### src/rtl/seq_signed_unsigned_divider.sv
// -----------------------------------------------------------------------------
// seq_signed_unsigned_divider
//
// Multi-cycle restoring divider: DIVIDEND_W-bit dividend by DIVISOR_W-bit
// divisor, one quotient bit per clock. A start in IDLE latches the operands,
// DIVIDEND_W RUN cycles resolve the quotient bits MSB first, and one FIX cycle
// applies signs, registers the results and pulses done. Latency is fixed at
// DIVIDEND_W+1 edges after the start edge, independent of the operand values.
//
// Build option:
//   DIVIDER_SIGNED_EN - when defined, signed_mode selects two's-complement
//                       operands (truncating quotient, remainder takes the
//                       dividend sign, min/-1 raises overflow). When undefined,
//                       signed_mode is ignored, operands are unsigned and
//                       overflow stays 0.
//
// Ports:
//   clk          in   rising-edge clock
//   rst_n        in   asynchronous active-low reset
//   start        in   request, sampled only in IDLE
//   signed_mode  in   1 = two's-complement operands, sampled with start
//   dividend     in   numerator, sampled with start
//   divisor      in   denominator, sampled with start
//   busy         out  high while an operation is in flight
//   done         out  one-cycle pulse when the result registers update
//   quotient     out  registered quotient
//   remainder    out  registered remainder
//   div_by_zero  out  last operation had divisor == 0
//   overflow     out  last operation was signed min / -1
// -----------------------------------------------------------------------------
module seq_signed_unsigned_divider #(
  parameter int DIVIDEND_W = 8,
  parameter int DIVISOR_W  = 4
) (
  input  logic                  clk,
  input  logic                  rst_n,
  input  logic                  start,
  input  logic                  signed_mode,
  input  logic [DIVIDEND_W-1:0] dividend,
  input  logic [DIVISOR_W-1:0]  divisor,
  output logic                  busy,
  output logic                  done,
  output logic [DIVIDEND_W-1:0] quotient,
  output logic [DIVISOR_W-1:0]  remainder,
  output logic                  div_by_zero,
  output logic                  overflow
);

  localparam int CNT_W = $clog2(DIVIDEND_W + 1);
  localparam logic [CNT_W-1:0] LAST_CNT = CNT_W'(DIVIDEND_W - 1);
  localparam logic [CNT_W-1:0] CNT_ONE  = CNT_W'(1);

  typedef enum logic [1:0] {
    IDLE = 2'd0,
    RUN  = 2'd1,
    FIX  = 2'd2
  } state_t;

  state_t                  state;
  logic [CNT_W-1:0]        cnt;
  // Dividend bits shift out of the MSB while quotient bits shift into the LSB,
  // so after DIVIDEND_W iterations this register holds the quotient magnitude.
  logic [DIVIDEND_W-1:0]   dvd_q;
  logic [DIVISOR_W-1:0]    dvs_mag;
  logic [DIVISOR_W-1:0]    prem;
  logic                    dbz_pend;

  // Trial subtraction on the DIVISOR_W+1 bit partial remainder.
  logic [DIVISOR_W:0]      shifted;
  logic [DIVISOR_W:0]      trial;
  logic                    borrow;

  // trial's top bit is only non-zero for a zero divisor, whose remainder is
  // forced to 0 at FIX; signed_mode has no effect in the unsigned-only build.
  logic [1:0]              spare_unused;

`ifdef DIVIDER_SIGNED_EN
  logic                    q_neg;
  logic                    r_neg;
  logic                    ovf_pend;

  // Two's-complement negation of a dividend/quotient-width value.
  function automatic logic [DIVIDEND_W-1:0] neg_dvd(input logic [DIVIDEND_W-1:0] v);
    return (~v) + {{(DIVIDEND_W-1){1'b0}}, 1'b1};
  endfunction

  // Two's-complement negation of a divisor/remainder-width value.
  function automatic logic [DIVISOR_W-1:0] neg_dvs(input logic [DIVISOR_W-1:0] v);
    return (~v) + {{(DIVISOR_W-1){1'b0}}, 1'b1};
  endfunction
`endif

  // Shift in the next dividend bit and trial-subtract the divisor magnitude.
  always_comb begin
    shifted = {prem, dvd_q[DIVIDEND_W-1]};
    {borrow, trial} = {1'b0, shifted} - {2'b00, dvs_mag};
  end

  assign spare_unused = {signed_mode, trial[DIVISOR_W]};

  // Control FSM, iteration datapath and registered result outputs.
  always_ff @(posedge clk or negedge rst_n) begin
    if (!rst_n) begin
      state       <= IDLE;
      cnt         <= {CNT_W{1'b0}};
      dvd_q       <= {DIVIDEND_W{1'b0}};
      dvs_mag     <= {DIVISOR_W{1'b0}};
      prem        <= {DIVISOR_W{1'b0}};
      dbz_pend    <= 1'b0;
`ifdef DIVIDER_SIGNED_EN
      q_neg       <= 1'b0;
      r_neg       <= 1'b0;
      ovf_pend    <= 1'b0;
`endif
      busy        <= 1'b0;
      done        <= 1'b0;
      quotient    <= {DIVIDEND_W{1'b0}};
      remainder   <= {DIVISOR_W{1'b0}};
      div_by_zero <= 1'b0;
      overflow    <= 1'b0;
    end else begin
      done <= 1'b0;
      case (state)
        IDLE: begin
          if (start) begin
            cnt      <= {CNT_W{1'b0}};
            prem     <= {DIVISOR_W{1'b0}};
            dbz_pend <= (divisor == {DIVISOR_W{1'b0}});
`ifdef DIVIDER_SIGNED_EN
            if (signed_mode) begin
              // Divide magnitudes; signs are re-applied at FIX.
              dvd_q    <= dividend[DIVIDEND_W-1] ? neg_dvd(dividend) : dividend;
              dvs_mag  <= divisor[DIVISOR_W-1] ? neg_dvs(divisor) : divisor;
              q_neg    <= dividend[DIVIDEND_W-1] ^ divisor[DIVISOR_W-1];
              r_neg    <= dividend[DIVIDEND_W-1];
              ovf_pend <= (dividend == {1'b1, {(DIVIDEND_W-1){1'b0}}}) &&
                          (divisor == {DIVISOR_W{1'b1}});
            end else begin
              dvd_q    <= dividend;
              dvs_mag  <= divisor;
              q_neg    <= 1'b0;
              r_neg    <= 1'b0;
              ovf_pend <= 1'b0;
            end
`else
            dvd_q    <= dividend;
            dvs_mag  <= divisor;
`endif
            busy  <= 1'b1;
            state <= RUN;
          end else begin
            state <= IDLE;
          end
        end

        RUN: begin
          if (!borrow) begin
            prem  <= trial[DIVISOR_W-1:0];
            dvd_q <= {dvd_q[DIVIDEND_W-2:0], 1'b1};
          end else begin
            // Restore: a failed trial leaves shifted < divisor, so it fits.
            prem  <= shifted[DIVISOR_W-1:0];
            dvd_q <= {dvd_q[DIVIDEND_W-2:0], 1'b0};
          end
          cnt <= cnt + CNT_ONE;
          if (cnt == LAST_CNT) begin
            state <= FIX;
          end else begin
            state <= RUN;
          end
        end

        FIX: begin
          if (dbz_pend) begin
            // Override whatever the iterations produced for a zero divisor.
            quotient  <= {DIVIDEND_W{1'b1}};
            remainder <= {DIVISOR_W{1'b0}};
          end else begin
`ifdef DIVIDER_SIGNED_EN
            // min / -1 needs no special case: magnitude 2^(W-1) with a
            // positive sign already wraps to the required pattern.
            quotient  <= q_neg ? neg_dvd(dvd_q) : dvd_q;
            remainder <= r_neg ? neg_dvs(prem) : prem;
`else
            quotient  <= dvd_q;
            remainder <= prem;
`endif
          end
          div_by_zero <= dbz_pend;
`ifdef DIVIDER_SIGNED_EN
          overflow    <= ovf_pend;
`else
          overflow    <= 1'b0;
`endif
          done  <= 1'b1;
          busy  <= 1'b0;
          state <= IDLE;
        end

        default: begin
          busy  <= 1'b0;
          state <= IDLE;
        end
      endcase
    end
  end

endmodule

### config.mk
export PLATFORM = sky130hd
export DESIGN_NAME = seq_signed_unsigned_divider
export DESIGN_NICKNAME = d
export VERILOG_FILES = /design/src/rtl/seq_signed_unsigned_divider.sv
export SDC_FILE = /design/constraint.sdc
export NUM_CORES = 1
export LEC_CHECK = 0
export CAP_MARGIN = 10
export CELL_PAD_IN_SITES_DETAIL_PLACEMENT = 0
export CELL_PAD_IN_SITES_GLOBAL_PLACEMENT = 2
export CORE_MARGIN = 4
export CORE_UTILIZATION = 32
export DETAILED_ROUTE_END_ITERATION = 6
export PLACE_DENSITY = 0.77
export SYNTH_ARGS = -nofsm -noshare
export SYNTH_HDL_FRONTEND = slang
export SYNTH_SLANG_ARGS = --single-unit
### constraint.sdc
create_clock -name clk -period 2 [get_ports clk]
set_input_delay 0.4 -clock clk [delete_from_list [all_inputs] [get_ports clk]]
set_output_delay 0.4 -clock clk [all_outputs]
set_load 0.005 [all_outputs]
# Word level (Yosys, flattened, before mapping)
# Cells that the tools add are included.
# W data, S select, Z words.
[classes]
bitwise_logic = 1
mux = 15
reduce_logical = 6
n_eq_ne = 4
n_addsub = 2
[op_table]
columns = ["cell", "n"]
rows = [
  ["$mux W8", 2],
  ["$pmux W4 S2", 2],
  ["$pmux W8 S2", 1],
  ["$mux W4", 3],
  ["$reduce_and A2 Y1", 3],
  ["$sub A5 B4 Y6", 1],
  ["$add A4 B1 Y4 const B", 1],
  ["$eq A4 B3 Y1 const B", 1],
  ["$logic_not A4 Y1", 1],
  ["$mux W1", 4],
  ["$pmux W2 S2", 1],
  ["$eq A2 B1 Y1 const B", 1],
  ["$eq A2 B2 Y1 const B", 1],
  ["$logic_not A2 Y1", 1],
  ["$mux W2", 1],
  ["$ne A2 B2 Y1 const B", 1],
  ["$pmux W1 S2", 1],
  ["$reduce_bool A2 Y1", 1],
  ["$not A1 Y1", 1],
]
[word_totals]
out_inout_bits = 16
elab_cells = 39
regBits = 38
in_bits = 16

# Logic depth before layout (Yosys ltp)
[logic_depth]
word_depth = 3
mapped_depth = 6
depth_no_buf = 6

# Worst setup path before layout
# Ideal clock, no wire load.
[synth_path]
path_type = "reg2reg"
start = "register prem[1]"
end = "register prem[2]"
period_less_slack_ns = 1.789
required_time_ns = 1.876
setup_slack_ns = 0.211
arrival_ns = 1.665
n_path_buf = 0
stages_incl_launch_ff = 6
setup_time_ns = 0.124
path_cell_list = "dfrtp_1 ha_1 a21o_1 a2111oi_4 mux2i_1 o21ai_2"
[synth_between]
elab_chain_cells = 3
[synth_rtl]
columns = ["item", "line", "rtl"]
rows = [
  ["start: declaration", "65", "logic [DIVISOR_W-1:0] prem;"],
  ["start signal: assignment", "108", "prem <= {DIVISOR_W{1'b0}};"],
  ["start signal: assignment", "127", "prem <= {DIVISOR_W{1'b0}};"],
  ["start signal: assignment", "158", "prem <= trial[DIVISOR_W-1:0];"],
  ["$sub A5 B4 Y6", "96", "{borrow, trial} = {1'b0, shifted} - {2'b00, dvs_mag};"],
  ["$mux W4 *", "157", "if (!borrow) begin"],
  ["$pmux W4 S2 *", "123", "case (state)"],
]
# Every way passes the cells marked *; elsewhere a longest branch is shown, timed or not.
# A chain may end at the register's enable or synchronous reset.

# Worst setup path in the final report
[layout_path]
start = "register prem[1]"
end = "register prem[1]"
[layout_between]
elab_chain_cells = 3
[layout_rtl]
columns = ["item", "line"]
rows = [
  ["$sub A5 B4 Y6", "96"],
  ["$mux W4", "157"],
  ["$pmux W4 S2", "123"],
]
# No other way between the ends.

==> summary.md <==
| Metric | Value |
|---|---|
| Clock tree root buffer cell | clkbuf_8 |
| Minimum clock period | 1.88 ns |
| Final #Nets | ~230 |
| First-pass GRT wire length | 6180 um |
| Reg-to-reg endpoint | prem[1]$_DFFE_PN0P_ |
| Period utilisation layout | between 90% and 100% |
| Die area | 6590 sq um |
| Crit-path cells | ha_1 > a21o_1 > a2111oi_4 > buf_4 > nand3_1 > o311ai_0 |
| Number of CTS-inserted buffers | 5 |
| Vias in the first global route | roughly 1300 |
| Share of cells above drive strength 1 | under 10% |
| Sum of buffers and inverters on the critical path | 1 |
| Synth warn | 0 |
| R2r startpoint | prem[1]$_DFFE_PN0P_ |
| CP max FO | 5 |
| # diodes | 0 |
| DR pass1 iterations | 4 |
| Pins Over Slew Limit | 0 |
| Max stage delay on crit path | roughly 0.43 ns |
| Synthesized cell area | roughly 1700 sq um |
| #FFs+latches synth | 38 |
| RePlAce Congestion | 0.845 |
| Chip Width | just over 80 um |
| Slew @ Worst Pin | slightly above 0.9 ns |
| DPL Wire Length | between 2000 and 3000 um |
| Pin count of the biggest net entering global routing | 22 |
| Slew Limit Headroom | 38.2% |
| Area delta synth->final | 28.3% |
| RSZ-0062 raised after global routing | false |
| Total Wirelength | roughly 3700 um |
| Worst Hold Class | in2async |
| # rows | 26 |
| Max clock buf depth | 2 |
| Leakage | a little under 1 nW |
| Worst EP required | approximately 2.2 ns |
| Total GRT Usage | roughly an eighth |
| DR vias/cell | about 4.7 |
| Hold Violations, Final | 0 |
| Critical Path End Type | register |
| Syn Inst Count | roughly 170 |
| Initial antenna violation count | 0 |
| VDD IR max | between 500 and 600 uV |
| PD cells | approximately 1600 nW/um^2 |
| MaxCap Viol Count | 0 |
| Worst path slowest cell | dfrtp_1 |
| Setup CP Type | reg2reg |
| DR vias | ~1300 |
| H-tree levels | 2 |
| Clock Latency Late Sink | 0.28 ns |
| Reg2reg path depth | 6 |
| Crit path arrival time | ~2.1 ns |
| Setup bufs post-CTS | 0 |
| Flop2flop setup slack | ~0.12 ns |
| Max Freq | around 530 MHz |
| Grt ovf | 0 |
| WL/cell | around 13 um |
| Clk sinks | 38 |
| I/O pins | 32 |
| Seq/Total Area, Yosys | a little under three fifths |
| Avg Cell Area, Syn | roughly 10 sq um |
| Starting density of the core | 33.3% |
| Post-CTS sizing | 0 |
| CTS Hold Bufs | 0 |
| Final worst hold slack | about 0.055 ns |
| Port buffer count | 29 |
| Die H | just over 80 um |
| CTS tree | yes |
| Status | complete, no violations |
| Crit path depth | 6 |
| Crit-path leading delay family | compound AO/OA/AOI/OAI gates |
| Layout Skew | 0.00498 ns |
| Setup crit start kind | register |
| CTS clk-pin slew, worst paths | 0.07 ns |
| # DRC | 0 |
| Design Power | between 3 and 4 mW |
| Syn nets | approximately 200 |
| Core Region | a little over 5000 sq um |
| Antenna viol nets, final | 0 |
| Starting DRT DRC Count | 43 |
| Netlist cell types | 33 |
| Endpoints failing setup | 0 |
| Setup TNS | 0 ns |
| FILL cells | between 500 and 600 |
## sequential cells by signal, indices dropped and copies added (netlist names), 2 cells and up
signal	flops
cnt	4
dvd_q	8
dvs_mag	4
prem	4
quotient	8
remainder	4
state	2
## through the flow
stage          cells  area [sq um]  setup slack, ns  util [%]
6_report         279          2200            0.120      42.7
5_1_grt          279          2200           0.0306      42.7
4_1_cts          279          2200            0.123      42.7
3_5_place_dp     272          2120          -0.0991      41.2
3_3_place_gp     272          2120           0.0137      41.2
2_1_floorplan    173          1710            0.211         -
## final cells by class
class,count,area (sq um),area share (%)
Clock inverter,2,10.0,0.456
Multi-Input combinational cell,121,703,32.0
Tap cell,70,87.6,3.99
Inverter,7,26.3,1.20
Timing Repair Buffer,36,350,15.9
Clock buffer,5,68.8,3.13
Sequential cell,38,951,43.3
## worst max path at each step
stage	startpoint	to	slack [ns]
2_1_floorplan	prem[1]$_DFFE_PN0P_	prem[2]$_DFFE_PN0P_	0.21
3_3_place_gp	start	prem[0]$_DFFE_PN0P_	0.01
3_5_place_dp	start	prem[0]$_DFFE_PN0P_	-0.1
4_1_cts	prem[1]$_DFFE_PN0P_	prem[0]$_DFFE_PN0P_	0.12
5_1_grt	prem[1]$_DFFE_PN0P_	prem[1]$_DFFE_PN0P_	0.03
6_report	prem[1]$_DFFE_PN0P_	prem[1]$_DFFE_PN0P_	0.12
## where the power goes
part           internal (mW)  total [mW]  switching, mW
logic                  0.815        1.58          0.764
clock network          0.234       0.493          0.259
registers               1.13        1.39          0.263
total                   2.18        3.46           1.29
## logic make-up after synthesis
logic type / synth area share (%)
DFF: 55.5
muxes: 1.24
adders and majority gates: 4.82
and+or+nand+nor: 18.8
xor gates and xnor gates: 0.511
other: 0.219
AOI/OAI and AO/OA: 15.4
buffers and inverters: 3.43
## worst reg2reg max path: cells and delay by family, from the launching register on
| family | cells | cell delay, ns |
|---|---|---|
| AND/OR/NAND/NOR | 1 | 0.07 |
| flip-flops | 1 | 0.43 |
| buffers and inverters | 1 | 0.20 |
| adder cells (fa/ha/maj) | 1 | 0.35 |
| AO/OA/AOI/OAI | 3 | 0.72 |
## synth_stat cells
master	number	share of area, %
o21ai_0	22	6.4
or4_1	2	0.88
nand2_1	41	9.0
fa_1	1	1.2
buf_4	1	0.44
a221o_1	1	0.58
buf_2	2	0.58
a22oi_1	7	3.1
o31ai_1	1	0.44
nand3b_1	1	0.44
nor2_1	12	2.6
nor3_1	3	0.88
mux2i_1	1	0.58
and4b_1	1	0.58
dfrtp_1	38	56
clkbuf_1	4	0.88
o311ai_0	2	1.0
inv_1	7	1.5
a32o_1	1	0.58
nor3b_2	1	0.73
nand3_1	4	1.2
a21oi_1	1	0.29
nand4_1	1	0.37
a21o_1	1	0.44
nor2b_1	2	0.73
xnor2_1	1	0.51
mux2_2	1	0.66
o21ai_2	1	0.51
nand2b_1	4	1.5
conb_1	1	0.22
ha_1	5	3.7
o21a_1	1	0.44
a2111oi_4	1	1.6
## cell usage in the layout (no fill, tap or decap), drive strengths merged, types with 2 or more instances in the layout
cell type / instances
or4: 2
clkdlybuf4s50: 28
o21ai: 23
nand2: 41
clkinv: 2
nand3: 4
a22oi: 7
buf: 8
clkbuf: 5
dfrtp: 38
ha: 5
o311ai: 2
nand2b: 4
nor2b: 2
nor2: 12
inv: 7
nor3: 3
## metal layers
metal / wire (um) / track usage, %
met1: 1660 / 14.7
met2: 1850 / 21.5
met3: 155 / 4.21
met4: 41 / 4.56
met5: 0 / 0
(Power assumes the default switching activity.)
